==> config.mk <==
export PLATFORM = sky130hd
export DESIGN_NAME = instr_queue
export DESIGN_NICKNAME = d
export VERILOG_FILES = /design/src/rtl/instr_queue.sv
export SDC_FILE = /design/constraint.sdc
export NUM_CORES = 2
export LEC_CHECK = 0
export CORE_ASPECT_RATIO = 0.7
export CORE_UTILIZATION = 55
export DETAILED_ROUTE_END_ITERATION = 10
export PLACE_DENSITY = 0.76
export RECOVER_POWER = 50
export SYNTH_ARGS = -nofsm -noshare
export SYNTH_HDL_FRONTEND = slang
export SYNTH_SLANG_ARGS = --single-unit
export TNS_END_PERCENT = 50
==> constraint.sdc <==
create_clock -name clk -period 14.25 [get_ports clk]
set_clock_uncertainty 0.1 [all_clocks]
set_input_delay 4.275 -clock clk [delete_from_list [all_inputs] [get_ports clk]]
set_output_delay 4.275 -clock clk [all_outputs]
set_load 0.05 [all_outputs]
==> src/rtl/instr_queue.sv <==
// Instruction queue between fetch and decode.
// A circular buffer of DEPTH entries, each holding {order, pc, inst}.
// Pops are answered one cycle later through a registered instr_data/pop_resp pair.
// Flush and reset both empty the queue and cancel any pop response.
module instr_queue #(
  parameter int unsigned DEPTH = 16
) (
  input  logic         clk,
  input  logic         rst,
  input  logic         push,
  input  logic [31:0]  push_inst,
  input  logic [31:0]  push_pc,
  input  logic [63:0]  push_order,
  output logic         full,
  input  logic         instr_q_pop,
  output logic [127:0] instr_data,
  output logic         pop_resp,
  input  logic         flush,
  output logic         empty
);

  localparam int unsigned AW = $clog2(DEPTH);
  localparam logic [AW:0] FULL_COUNT = (AW + 1)'(DEPTH);

  logic [127:0]  mem [DEPTH];
  logic [AW-1:0] head;
  logic [AW-1:0] tail;
  logic [AW:0]   count;
  logic          push_ok;
  logic          pop_ok;

  // Occupancy flags come straight from the count.  Full is judged before
  // any same-cycle pop, so a push against a full queue is always dropped.
  assign full    = (count == FULL_COUNT);
  assign empty   = (count == '0);
  assign push_ok = push && !full && !flush;
  assign pop_ok  = instr_q_pop && !empty && !flush;

  // Entry storage; contents are never cleared because count guards every read.
  always_ff @(posedge clk) begin
    if (!rst && push_ok) begin
      mem[tail] <= {push_order, push_pc, push_inst};
    end
  end

  // Pointers, occupancy and the registered pop response.
  always_ff @(posedge clk) begin
    if (rst) begin
      head       <= '0;
      tail       <= '0;
      count      <= '0;
      pop_resp   <= 1'b0;
      instr_data <= '0;
    end else if (flush) begin
      head     <= '0;
      tail     <= '0;
      count    <= '0;
      pop_resp <= 1'b0;
    end else begin
      pop_resp <= pop_ok;
      if (push_ok) begin
        tail <= tail + 1'b1;
      end
      if (pop_ok) begin
        head       <= head + 1'b1;
        instr_data <= mem[head];
      end
      case ({push_ok, pop_ok})
        2'b10:   count <= count + 1'b1;
        2'b01:   count <= count - 1'b1;
        default: count <= count;
      endcase
    end
  end

endmodule

==> impl_metrics.toml <==
[cells_and_area]
multi_input_comb_area_um2 = 17400
final_core_utilization_pct = 62.8
final_layout_size_suffix_gt1_share_pct = 29.3
seqCellArea_um2 = 64400
num-nets-final = 3976
syn_to_final_growth_pct = 12.6
fill_cells = 9698
post-route-cell-area_um2 = 93600
number_of_standard_cells_in_the_layout_taps_in_and_fillers_out = 5985

[setup_path]
start_kind = "input port"
crit-reg2reg-capture = "instr_data[104]"
worst-setup-path-type = "in2reg"
crit_required_ns = 14.88
path_cells = "dlygate4sd3_1 > or2_0 > nor3_2 > clkbuf_2 > a22oi_1 > o21ai_2"
logic_depth_of_the_worst_path_buffers_included = 6
crit_path_start = "rst"
ff2ff_setup_slack_ns = 8.85
nature_of_the_critical_path_endpoint = "register"
critical_path.endpoint = "instr_data[104]"
crit_fanout = 128
r2r-start = "count[0]"
timing.critical_path.slowest_stage_cell = "sky130_fd_sc_hd__clkbuf_2"
critical_path_arrival_ns = 10.04
worst_path_largest_cell_delay_ns = 3.66
crit_family = "buffers and inverters"
number_of_buffers_and_inverters_on_the_critical_path = 2
r2r_worst_path_depth = 6

[yosys]
post_synth_main_area_contributors = "sky130_fd_sc_hd__edfxtp_1, sky130_fd_sc_hd__mux4_2, sky130_fd_sc_hd__dfxtp_1"
ys_ff_latch = 2190
netlist.area_leader.share_pct = 74.0
seq_area_frac_synth_pct = 77.4
asyncSetResetFlopFracSynth_pct = 0
synth_top_cell_by_area = "sky130_fd_sc_hd__edfxtp_1"
synthesis.area_um2 = 83100
number_of_synthesized_flops_with_an_enable_pin = 2048
ys.flop_type = "sky130_fd_sc_hd__edfxtp_1"
syn_area_cell_um2 = 23.7
synth_cell_types = 41
synth_nets = 3645
top_count_cell_post_synth = "sky130_fd_sc_hd__edfxtp_1"
postSynthCellCount = 3502
synth_common_cells = "sky130_fd_sc_hd__edfxtp_1, sky130_fd_sc_hd__mux4_2, sky130_fd_sc_hd__dfxtp_1, sky130_fd_sc_hd__mux2i_1, sky130_fd_sc_hd__mux2_2"
yosysWarningCount = 0

[sta]
finalWorstPathRequiredPeriod_ns = 9.42
timing.setup.tns_ns = 0
slew_hr_pct = -251
setup_repair_after_global_routing_missed_its_margin = "no"
fraction_of_the_cycle_the_final_worst_path_needs_pct = 66.1
max_slew.worst_pin.slew_ns = 5.27
slew_violations = 184
max_freq_ghz = 0.106
hold_viol_final = 0
report.final.setup_viol = 0

[clock_tree]
cts_resized = 0
postCtsSetupBuffers = 0
ctsRootBufferMaster = "sky130_fd_sc_hd__clkbuf_16"
clock_insertion_delay_worst_skew_ns = 0.84
cts_inserted_buffers = 188
clkSinkCount = 2190
cts-root-to-sink-buffers = 3
tritoncts_clock_tree = "built"
clkTransAtPathRegs_ns = 0.06
cts_max_level = 4
cts_hold_repair.buffers = 0

[place]
port_buffer_count = 263
numPlacedInstances = 5623
place.detailed.hpwl_um = 89600
gp_congestion = 0.731
place_area_um2 = 87700

[power_and_ir_drop]
power.total_mw = 12.4
vdd_ir_drop_max_uv = 121
p_leak_nw = 27.9
power_density_nw_per_um2 = 132

[routing]
final_antenna_net_count = 0
drt-wirelength-per-cell_um = 28.9
drc_errors = 0
drt-pass1-iter-count = 6
route.detailed.vias_per_inst = 6.16
via_count = 36900
detailedRoute.firstIterationViolations = 3650
detail_route.wirelength_um = 173000

[run_status]
status = "finished, violations left"
violations = "capacitance limit, slew limit"

[floorplan]
die_w_um = 467
io_pins = 264
floorplan.die.height_um = 327
initial_core_util_pct = 55.8
core_region_area_um2 = 149000
area_of_the_die_um2 = 153000
fp-row-count = 118

[grt]
gr-total-overflow = 0
grt_pass1_vias = 38400
global_route.usage.total_pct = 23.0
grt_antenna_before_repair = 31
global_route_wire_length_before_repair_um = 256000
grt_max_degree = 148

[job]
cap_viol_max_count = 3

[worst_hold_path]
worstHoldPathType = "reg2reg"
## power breakdown
| part | internal [mW] | switching [mW] | leakage [nW] |
|---|---|---|---|
| logic | 0.0676 | 0.154 | 5.35 |
| clock network | 2.85 | 2.27 | 2.99 |
| registers | 7.04 | 0.0109 | 19.6 |
## metal layers
layer	vias to the layer above	wire length [um]	GRT usage (%)
li1	15500	-	-
met5	-	34	0
met3	270	11600	3.69
met4	6	3620	6.41
met2	1410	86100	37.4
met1	19600	71500	32.8
## placed cells by master, fill, tap and decap left out, drive strengths merged, types with 2 or more instances in the layout
cell,synthesis,routed
clkinvlp,0,6
nor2b,2,2
xnor2,4,4
nor3,7,7
dlygate4sd3,0,139
clkinv,0,64
mux4,512,512
nand2,8,8
edfxtp,2048,2048
clkbuf,55,259
diode,0,8
ha,9,9
a21oi,5,5
xor2,4,4
a22oi,128,128
nand2b,4,4
clkdlybuf4s50,0,124
mux2i,130,130
inv,9,20
nor2,29,29
buf,135,65
mux2,128,128
bufinv,0,17
dfxtp,142,142
o21ai,132,132
## worst reg2reg max path: stages (launching register included)
cell and delay, ns:
sky130_fd_sc_hd__dfxtp_1 0.39, sky130_fd_sc_hd__or4_4 0.20, sky130_fd_sc_hd__o21ai_4 0.08, sky130_fd_sc_hd__nor3_2 0.15
sky130_fd_sc_hd__clkbuf_2 3.66, sky130_fd_sc_hd__a22oi_1 0.53, sky130_fd_sc_hd__o21ai_2 0.21
## worst min path at each step
stage | startpoint | end | slack (ns) | depth (start not counted)
detailed placement | instr_data[83] | instr_data[83] | 0.38 | 2
CTS | count[3] | count[3] | 0.39 | 2
floorplan | count[3] | count[3] | 0.36 | 2
global placement | instr_data[83] | instr_data[83] | 0.37 | 2
global route | count[3] | count[3] | 0.41 | 2
finish | instr_data[102] | instr_data[102] | 0.39 | 2
## sequential cells by signal (all words and copies together) (netlist names)
name and count:
count 5, instr_data 128, mem 2048, tail 4, pop_resp 1, head 4
## stage by stage
stage	hold slack, ns	setup slack [ns]
2_1_floorplan	0.358	-0.292
3_3_place_gp	0.374	5.94
3_5_place_dp	0.376	5.97
4_1_cts	0.393	6.84
5_1_grt	0.414	4.69
6_report	0.387	4.83
## cells by family after synthesis
family / after synthesis / synth area share (%)
multiplexers: 770 / 17.2
AND/OR/NAND/NOR: 57 / 0.339
adder cells (fa/ha/maj): 10 / 0.160
AO/OA/AOI/OAI: 268 / 3.30
flip-flops: 2190 / 77.4
buffers and inverters: 199 / 1.54
XOR/XNOR: 8 / 0.0843
## area by class of cell
class	count	share of cell area, %
flip-flops and latches	2190	68.7
well taps	1980	2.65
inverters	9	0.0361
diodes	8	0.0214
repair buffers	331	3.44
clock buffers	256	5.49
multi-input cells	1113	18.5
clock inverters	98	1.09
Note: power is estimated with default switching activity, not from simulation.
